### src/rtl/string_pkg.sv
// rtl/string_pkg.sv - shared constants and FSM state type for the string sender (STRING_SENDER_EOL_EN adds the EOL state)
package string_pkg;

    localparam int DEF_CW     = 7;
    localparam int DEF_NCHARS = 11;

    localparam logic [6:0] CH_NULL   = 7'b0000000;
    localparam logic [6:0] CH_ENTER  = 7'b0010000;
    localparam logic [6:0] CH_DELETE = 7'b0001000;
    localparam logic [6:0] CH_TILDE  = 7'b0111111;

    typedef enum logic [2:0] {
        ST_IDLE,
        ST_SCAN,
        ST_SEND,
        ST_GAP,
        ST_FIN
`ifdef STRING_SENDER_EOL_EN
        , ST_EOL
`endif
    } state_t;

endpackage

### src/rtl/string_sender.sv
// rtl/string_sender.sv - snapshots a packed string and streams its non-empty characters (STRING_SENDER_EOL_EN appends an enter code)
module string_sender
    import string_pkg::*;
#(
    parameter int NCHARS = DEF_NCHARS,
    parameter int CW     = DEF_CW,
    parameter int GAP    = 4
) (
    input  logic               clk,
    input  logic               btn1,
    input  logic               complete,
    input  logic [NCHARS*CW-1:0] str,
    output logic [CW-1:0]      out_char,
    output logic               out_valid,
    input  logic               out_ready,
    output logic               busy,
    output logic               done,
    output logic               overrun
);

    localparam int IW = $clog2(NCHARS + 1);
    localparam int GW = (GAP > 0) ? $clog2(GAP + 1) : 1;
    localparam logic [IW-1:0] LAST = IW'(NCHARS - 1);
`ifdef STRING_SENDER_EOL_EN
    // idx parks one past the last slot while the terminator is in flight
    localparam logic [IW-1:0] EOL_IDX = IW'(NCHARS);
`endif

    state_t                 state, state_n;
    logic [IW-1:0]          idx, idx_n;
    logic [GW-1:0]          gcnt, gcnt_n;
    logic [NCHARS*CW-1:0]   shadow, shadow_n;
    logic [CW-1:0]          out_char_n;
    logic                   out_valid_n;
    logic                   done_n;
    logic                   overrun_n;
    logic [CW-1:0]          slot;
    logic                   adv;

    always_comb begin
        slot = '0;
        for (int k = 0; k < NCHARS; k++) begin
            if (idx == IW'(k)) begin
                slot = shadow[k*CW +: CW];
            end
        end
    end

    always_ff @(posedge clk or negedge btn1) begin
        if (!btn1) begin
            state     <= ST_IDLE;
            idx       <= '0;
            gcnt      <= '0;
            shadow    <= '0;
            out_char  <= '0;
            out_valid <= 1'b0;
            busy      <= 1'b0;
            done      <= 1'b0;
            overrun   <= 1'b0;
        end else begin
            state     <= state_n;
            idx       <= idx_n;
            gcnt      <= gcnt_n;
            shadow    <= shadow_n;
            out_char  <= out_char_n;
            out_valid <= out_valid_n;
            busy      <= (state_n != ST_IDLE);
            done      <= done_n;
            overrun   <= overrun_n;
        end
    end

    always_comb begin
        state_n     = state;
        idx_n       = idx;
        gcnt_n      = gcnt;
        shadow_n    = shadow;
        out_char_n  = out_char;
        out_valid_n = out_valid;
        done_n      = 1'b0;
        overrun_n   = complete && (state != ST_IDLE);
        adv         = 1'b0;

        case (state)
            ST_IDLE: begin
                if (complete) begin
                    shadow_n = str;
                    idx_n    = '0;
                    state_n  = ST_SCAN;
                end
            end
            ST_SCAN: begin
                if (slot != '0) begin
                    out_char_n  = slot;
                    out_valid_n = 1'b1;
                    state_n     = ST_SEND;
                end else if (idx == LAST) begin
`ifdef STRING_SENDER_EOL_EN
                    state_n = ST_EOL;
`else
                    state_n = ST_FIN;
`endif
                end else begin
                    idx_n = idx + IW'(1);
                end
            end
            ST_SEND: begin
                if (out_valid && out_ready) begin
                    out_valid_n = 1'b0;
                    if (GAP > 0) begin
                        gcnt_n  = GW'(GAP);
                        state_n = ST_GAP;
                    end else begin
                        adv = 1'b1;
                    end
                end
            end
            ST_GAP: begin
                if (gcnt == '0) begin
                    adv = 1'b1;
                end else begin
                    gcnt_n = gcnt - GW'(1);
                end
            end
            ST_FIN: begin
                done_n  = 1'b1;
                state_n = ST_IDLE;
            end
`ifdef STRING_SENDER_EOL_EN
            ST_EOL: begin
                out_char_n  = CW'(CH_ENTER);
                out_valid_n = 1'b1;
                idx_n       = EOL_IDX;
                state_n     = ST_SEND;
            end
`endif
            default: begin
                state_n = ST_IDLE;
            end
        endcase

        if (adv) begin
`ifdef STRING_SENDER_EOL_EN
            if (idx == EOL_IDX) begin
                state_n = ST_FIN;
            end else if (idx == LAST) begin
                state_n = ST_EOL;
            end else begin
                idx_n   = idx + IW'(1);
                state_n = ST_SCAN;
            end
`else
            if (idx == LAST) begin
                state_n = ST_FIN;
            end else begin
                idx_n   = idx + IW'(1);
                state_n = ST_SCAN;
            end
`endif
        end
    end

endmodule

### config.mk
export PLATFORM = sky130hd
export DESIGN_NAME = string_sender
export DESIGN_NICKNAME = d
export VERILOG_FILES = /design/src/rtl/string_pkg.sv /design/src/rtl/string_sender.sv
export SDC_FILE = /design/constraint.sdc
export NUM_CORES = 1
export LEC_CHECK = 0
export CAP_MARGIN = 20
export CORE_MARGIN = 2
export CORE_UTILIZATION = 45
export DETAILED_ROUTE_END_ITERATION = 6
export GPL_TIMING_DRIVEN = 1
export HOLD_SLACK_MARGIN = 0.15
export MAX_ROUTING_LAYER = met4
export PLACE_DENSITY_LB_ADDON = 0.15
export RECOVER_POWER = 100
export REMOVE_ABC_BUFFERS = 1
export SLEW_MARGIN = 20
export SYNTH_ARGS = -nofsm -noshare
export SYNTH_HDL_FRONTEND = slang
export SYNTH_SLANG_ARGS = --single-unit
export TNS_END_PERCENT = 20
### constraint.sdc
create_clock -name clk -period 3.08 [get_ports clk]
set_input_delay 0.616 -clock clk [delete_from_list [all_inputs] [get_ports clk]]
set_output_delay 0.616 -clock clk [all_outputs]
set_load 0.01 [all_outputs]
# After elaboration in Yosys (flattened, before gate mapping)
# Cells that the tools add are included.
# totals
reg_bits	98
latch_bits	0
mem_bits_rw	0
romBits	0
input_bits	81
output_inout_bits	11
elab_cells	75
memories	0
# classes
add_sub_neg	2
n_mul	0
div	0
n_lt_le_gt_ge	0
n_eq_ne	17
shifts	0
mux	33
bitwise_logic	0
n_reduce_logical	14
# op_table
cell	n
$mux W7	11
$mux W3	8
$mux W4	5
$eq A4 B3 Y1 const B	4
$eq A4 B4 Y1 const B	3
$pmux W3 S4	1
$eq A4 B2 Y1 const B	2
$pmux W4 S2	1
$reduce_bool A7 Y1	1
$eq A3 B2 Y1 const B	2
$logic_not A3 Y1	2
$ne A2 B2 Y1 const B	3
$pmux W3 S2	1
$reduce_and A3 Y1	2
$reduce_bool A3 Y1	2
$mux W1	5
$add A4 B1 Y4 const B	1
$eq A4 B1 Y1 const B	1
$logic_not A4 Y1	1
$reduce_and A2 Y1	2
$reduce_bool A2 Y1	2
$eq A3 B1 Y1 const B	1
$eq A3 B3 Y1 const B	1
$sub A3 B1 Y3 const B	1
2 further kinds	3

# Longest topological paths before layout
# depth
word_depth	17
ltp_mapped	12

# Worst setup path after synthesis
# OpenSTA, ideal clock, no wires.
# synth_timing
kind	reg2reg
from	register idx[0]
to	register idx[0]
t_arrival_ns	2.576
required_ns	2.952
slack_ns	0.377
stages_incl_launch_ff	12
n_path_buf	3
cell_sequence	dfrtp_1 > inv_1 > ha_1 > buf_2 > buf_4 > buf_2 > a221o_1 > a221oi_1 > o21ai_0 > nor2_2 > a32oi_2 > mux2_1
# synth_via
elab_chain_cells	17
word_cells_on_any_way	30
cone_classes	add/sub (1); eq/ne (10); mux (17); reduce/logical (2)
# synth_rtl
item	line_no	rtl
from (decl)	string_sender.sv:30	logic [IW-1:0] idx, idx_n;
from (signal assigned)	string_sender.sv:62	idx <= idx_n;
$logic_not A4 Y1	string_sender.sv:43	if (idx == IW'(k)) begin
$mux W7 (11 in a row)	string_sender.sv:43	
$reduce_bool A7 Y1	string_sender.sv:93	if (slot != '0) begin
$mux W4	string_sender.sv:93	
$pmux W4 S2	string_sender.sv:84	case (state)
$mux W4	string_sender.sv:153	if (idx == LAST) begin
$mux W4 (*)	string_sender.sv:142	if (adv) begin
net idx_n[0]	string_sender.sv:30	
# The timed path passes the listed nets; every way through them passes the cells marked *.
# A chain may end at the register's enable or synchronous reset.

# Worst setup path after layout
# layout_timing
from	register idx[1]
to	register out_char[1]
# layout_via
elab_chain_cells	14
word_cells_on_any_way	24
cone_classes	eq/ne (10); mux (11); reduce/logical (3)
# layout_rtl
item	line_no	rtl
$logic_not A4 Y1	string_sender.sv:43	
$mux W7 (10 in a row)	string_sender.sv:43	
$mux W7 (*)	string_sender.sv:43	
$reduce_bool A7 Y1	string_sender.sv:93	
$reduce_and A2 Y1 (no line)	-	
to (signal assigned)	string_sender.sv:65	out_char <= out_char_n;
to (decl)	string_sender.sv:13	output logic [CW-1:0] out_char,
# Every way passes the cells marked *; elsewhere a longest branch is shown, timed or not.

==> results list <==
* Sequential cell area in the final layout: 2450 um^2
* Xor/xnor cell area share of the yosys netlist: 0.00535
- TritonCTS built the clock tree.
* Row cnt: 38
- Height of the chip: 108 um
- Of the synthesized area, sequential elements account for 0.500.
- Post-route clock skew: 0.00832 ns
- Critical path launch point type: register
- Pin count of the biggest net entering global routing: 52
- In this design, the stage delay of the slowest critical-path cell is 0.50 ns.
- Largest family of logic cells by synthesized area: multiplexers
* Width of the die: 108 um
* Simple-gate portion of the synthesized area: 0.117
- The smallest clock period supported by the final layout is computed as 2.97 ns.
* Hold buffer count at CTS: 0
- Detail Route Antenna Nets: 0
- In this run, synthesis inferred 0 flip-flops with an integrated enable.
- Across the VDD grid, the largest voltage drop is 0.368 mV.
- Total Wirelength: 11300 um
- Per-cell routed wire length: 16.9 um
- Total of max-cap violations: 0
- The Yosys step of the flow raised 0 warnings.
- Overall die area: 11800 um^2
- Cell at the root of the clock tree: sky130_fd_sc_hd__clkbuf_8
* Total power density per cell area: 940 nW/um^2
- Layout filler cell count: 968
- Area of combinational cells with multiple inputs: 2260 um^2
- Fmax: 0.337 GHz
- The number of global-route vias before repair was 3785.
- After legalization and detailed placement, the total HPWL measured 8330 um.
- At the worst endpoint, the arrival time is 3.23 ns.
* Post-route cell area: 6200 um^2
* Setup slack of the critical path after layout: 0.110 ns
- In this run, the number of DRC markers left after iteration 0 of detailed routing was 162.
* Final setup vio count: 0
- Port Buf Inserts: 91
- Fraction of synthesized area in multiplexers: 0.178
* Status: complete, no violations
* Vias post-DR: 3650
- In this run the worst hold path is classified as in2async.
* Prevailing post-synth register cell: sky130_fd_sc_hd__dfrtp_1
- Of the total synthesized cell area, the portion taken by full adders, half adders and majority gates is 0.0153.
- Vias per cell: 5.44
* Slew of the pin with the lowest slew margin: 1.22 ns
* Category of the worst setup path capture point: register
- For the worst flop-to-flop path, the logic depth is 11.
- Clock H-tree levels: 3
* Kind of critical path: reg2reg
* RSZ-0062 raised after global routing: no
- Data on the critical path is required at its endpoint by 3.34 ns.
- The cell count after synthesis came out at 432.
* Routability-driven placement congestion ratio: 0.847
* Core region area: 10700 um^2
* Count of boundary I/O pins: 92
- Overall power consumption after layout is estimated at 5830 uW.
- The net count of the finished layout is 615.
- The critical path crosses 11 cells after its start point.
- Leakage power of the design: 0.00259 uW
- Clock slew seen by the registers of the worst setup and hold paths: 0.09 ns
- Clock tree synthesis inserted a total of 9 buffers.
* Per-instance average area after synthesis: 11.4 um^2
- Relative to the synthesized area, the layout overhead comes to 26.3%.
- Counting every sink on the clock net gives 98.
- For the final routed database, the setup TNS stands at 0 ns.
- Worst relative slew slack: 0.186
* Synth Area in Compound Gates: 0.139
- Dividing the final minimum period by the clock period gives 0.964.
* Register bit total from synthesis: 98
- The critical path contains buffers and inverters numbering 3 combined.
- The initial utilization of the core area, before any placement, comes to 0.457.
- Traced cell by cell, the critical path runs through inv_1 -> ha_1 -> buf_4 -> nand3b_1 -> a21oi_1 -> or4_1 -> and3_4 -> nor4_4 -> a21boi_4 -> buf_12 -> mux2_4.
- Wire length of the first global-routing pass: 18800 um
- In this run the cell area of the synthesized design comes to 4910 um^2.
- Largest fanout on the critical path: 10
- The final hold violation count is 0.
* Post-placement worst setup slack: 0.0229 ns
* Number of iterations in the first detailed-routing pass: 4
* Post-placement cell area: 6030 um^2
* Non-filler cells, final: 671
- The initial antenna violation count came to 0.
* Clock insertion delay at the later pin of the skew report: 0.37 ns
- Count of different cell masters after synthesis: 60
- Kind of cell with the highest combined delay on the critical path: simple AND/OR/NAND/NOR gates
- For this run, design rule violations remaining after detail routing come to 0.
* Share of layout cells above drive strength 1: 0.226
- Congestion Overflow GR: 0
- The number of placed instances, taps included, is 655.
- Critical-path cell with the highest stage delay: sky130_fd_sc_hd__or4_1
- Max-slew violations: 0
* Number of buffers on the longest clock path: 2
- Diodes inserted: 0
- Of all flip-flops after synthesis, the portion carrying an async set or reset was 1.00.
- Global-route usage over all layers: 0.214
==> cells by family (layout without fill, tap and decap cells) <==
family | after synthesis | after routing
compound gates | 95 | 95
xor+xnor | 3 | 3
fa+ha+maj | 6 | 6
buf+inv | 49 | 148
flops | 98 | 98
mux | 76 | 76
simple gates | 105 | 105
==> layout by cell type, fill, tap and decap left out, drive strengths merged, types with 3 or more instances in the layout <==
master / count
a31oi: 3
nand3: 7
and3: 4
a221oi: 9
dfrtp: 98
a21oi: 21
dlygate4sd3: 12
mux2: 74
o2bb2ai: 3
o21ai: 23
and2: 3
nor2: 17
ha: 6
buf: 19
a2111oi: 5
a22oi: 3
a21boi: 4
nor3: 3
nand2: 31
nand3b: 8
clkdlybuf4s50: 78
nor2b: 12
nor4: 3
inv: 20
o22ai: 4
nand2b: 5
a211oi: 4
clkbuf: 19
nor3b: 5
==> report_power, final <==
part           leakage (uW)  switching, uW  internal, uW
registers           0.00121            419          1900
clock network     0.0000766            418           309
logic               0.00130           1370          1410
total               0.00259           2210          3620
==> state kept, by name (all words and copies together), names as in the netlist <==
register   cells
done           1
busy           1
gcnt           3
out_valid      1
idx            4
overrun        1
shadow        77
state          3
out_char       7
==> what timing repair did <==
item                       CTS  global route
setup endpoints to repair    0            14
gates resized for setup      0             8
buffers inserted             0             2
==> path summary, 6_finish.rpt <==
| kind | to | slack (ns) | from |
|---|---|---|---|
| max | out_char[1] | 0.11 | idx[1] |
| min | shadow[20] | 0.47 | btn1 |
| max reg2reg | out_char[1] | 0.11 | idx[1] |
| min reg2reg | gcnt[0] | 0.51 | gcnt[0] |
| max in group asynchronous | shadow[32] | 0.80 | btn1 |
| min in group clk | gcnt[0] | 0.51 | gcnt[0] |
==> metal layers <==
layer | wire (um) | track usage | share of wire
met1 | 5100 | 0.273 | 0.45
met2 | 5470 | 0.338 | 0.48
met3 | 544 | 0.0404 | 0.048
met4 | 213 | 0.0824 | 0.019
met5 | 0 | - | 0
==> metrics by stage <==
stage	hold slack, ns	utilization
after global routing	0.522	0.577
final	0.466	0.577
after floorplan	0.320	-
after global placement	0.469	0.561
after detailed placement	0.497	0.561
after CTS	0.281	0.575
==> cell usage after synthesis (all sizes together), types with 3 or more instances <==
cell type,number,area [um^2]
a2111oi,5,68.8
a211oi,4,35.0
a21boi,4,41.3
a21oi,21,105
a221oi,9,78.8
a22oi,3,22.5
a31oi,3,18.8
and2,3,18.8
and3,4,30.0
buf,13,86.3
clkbuf,16,60.1
dfrtp,98,2450
ha,6,75.1
inv,20,75.1
mux2,74,856
nand2,31,116
nand2b,5,31.3
nand3,7,35.0
nand3b,8,60.1
nor2,17,66.3
nor2b,12,75.1
nor3,3,15.0
nor3b,5,37.5
nor4,3,33.8
o21ai,23,115
o22ai,4,25.0
o2bb2ai,3,26.3
==> cell type report <==
| type | count | area share |
|---|---|---|
| multi-input combinational | 285 | 0.365 |
| sequential | 98 | 0.396 |
| inverter | 20 | 0.0121 |
| clock buffer | 14 | 0.0246 |
| timing repair buffer | 114 | 0.174 |
| tap | 140 | 0.0283 |
==> worst reg2reg max path: stages, from the launching register on <==
cell                       delay [ns]
sky130_fd_sc_hd__dfrtp_1         0.42
sky130_fd_sc_hd__inv_1           0.13
sky130_fd_sc_hd__ha_1            0.29
sky130_fd_sc_hd__buf_4           0.23
sky130_fd_sc_hd__nand3b_1        0.12
sky130_fd_sc_hd__a21oi_1         0.06
sky130_fd_sc_hd__or4_1           0.50
sky130_fd_sc_hd__and3_4          0.22
sky130_fd_sc_hd__nor4_4          0.33
sky130_fd_sc_hd__a21boi_4        0.10
sky130_fd_sc_hd__buf_12          0.15
sky130_fd_sc_hd__mux2_4          0.30
No activity file was read; power rests on OpenSTA's default activity.
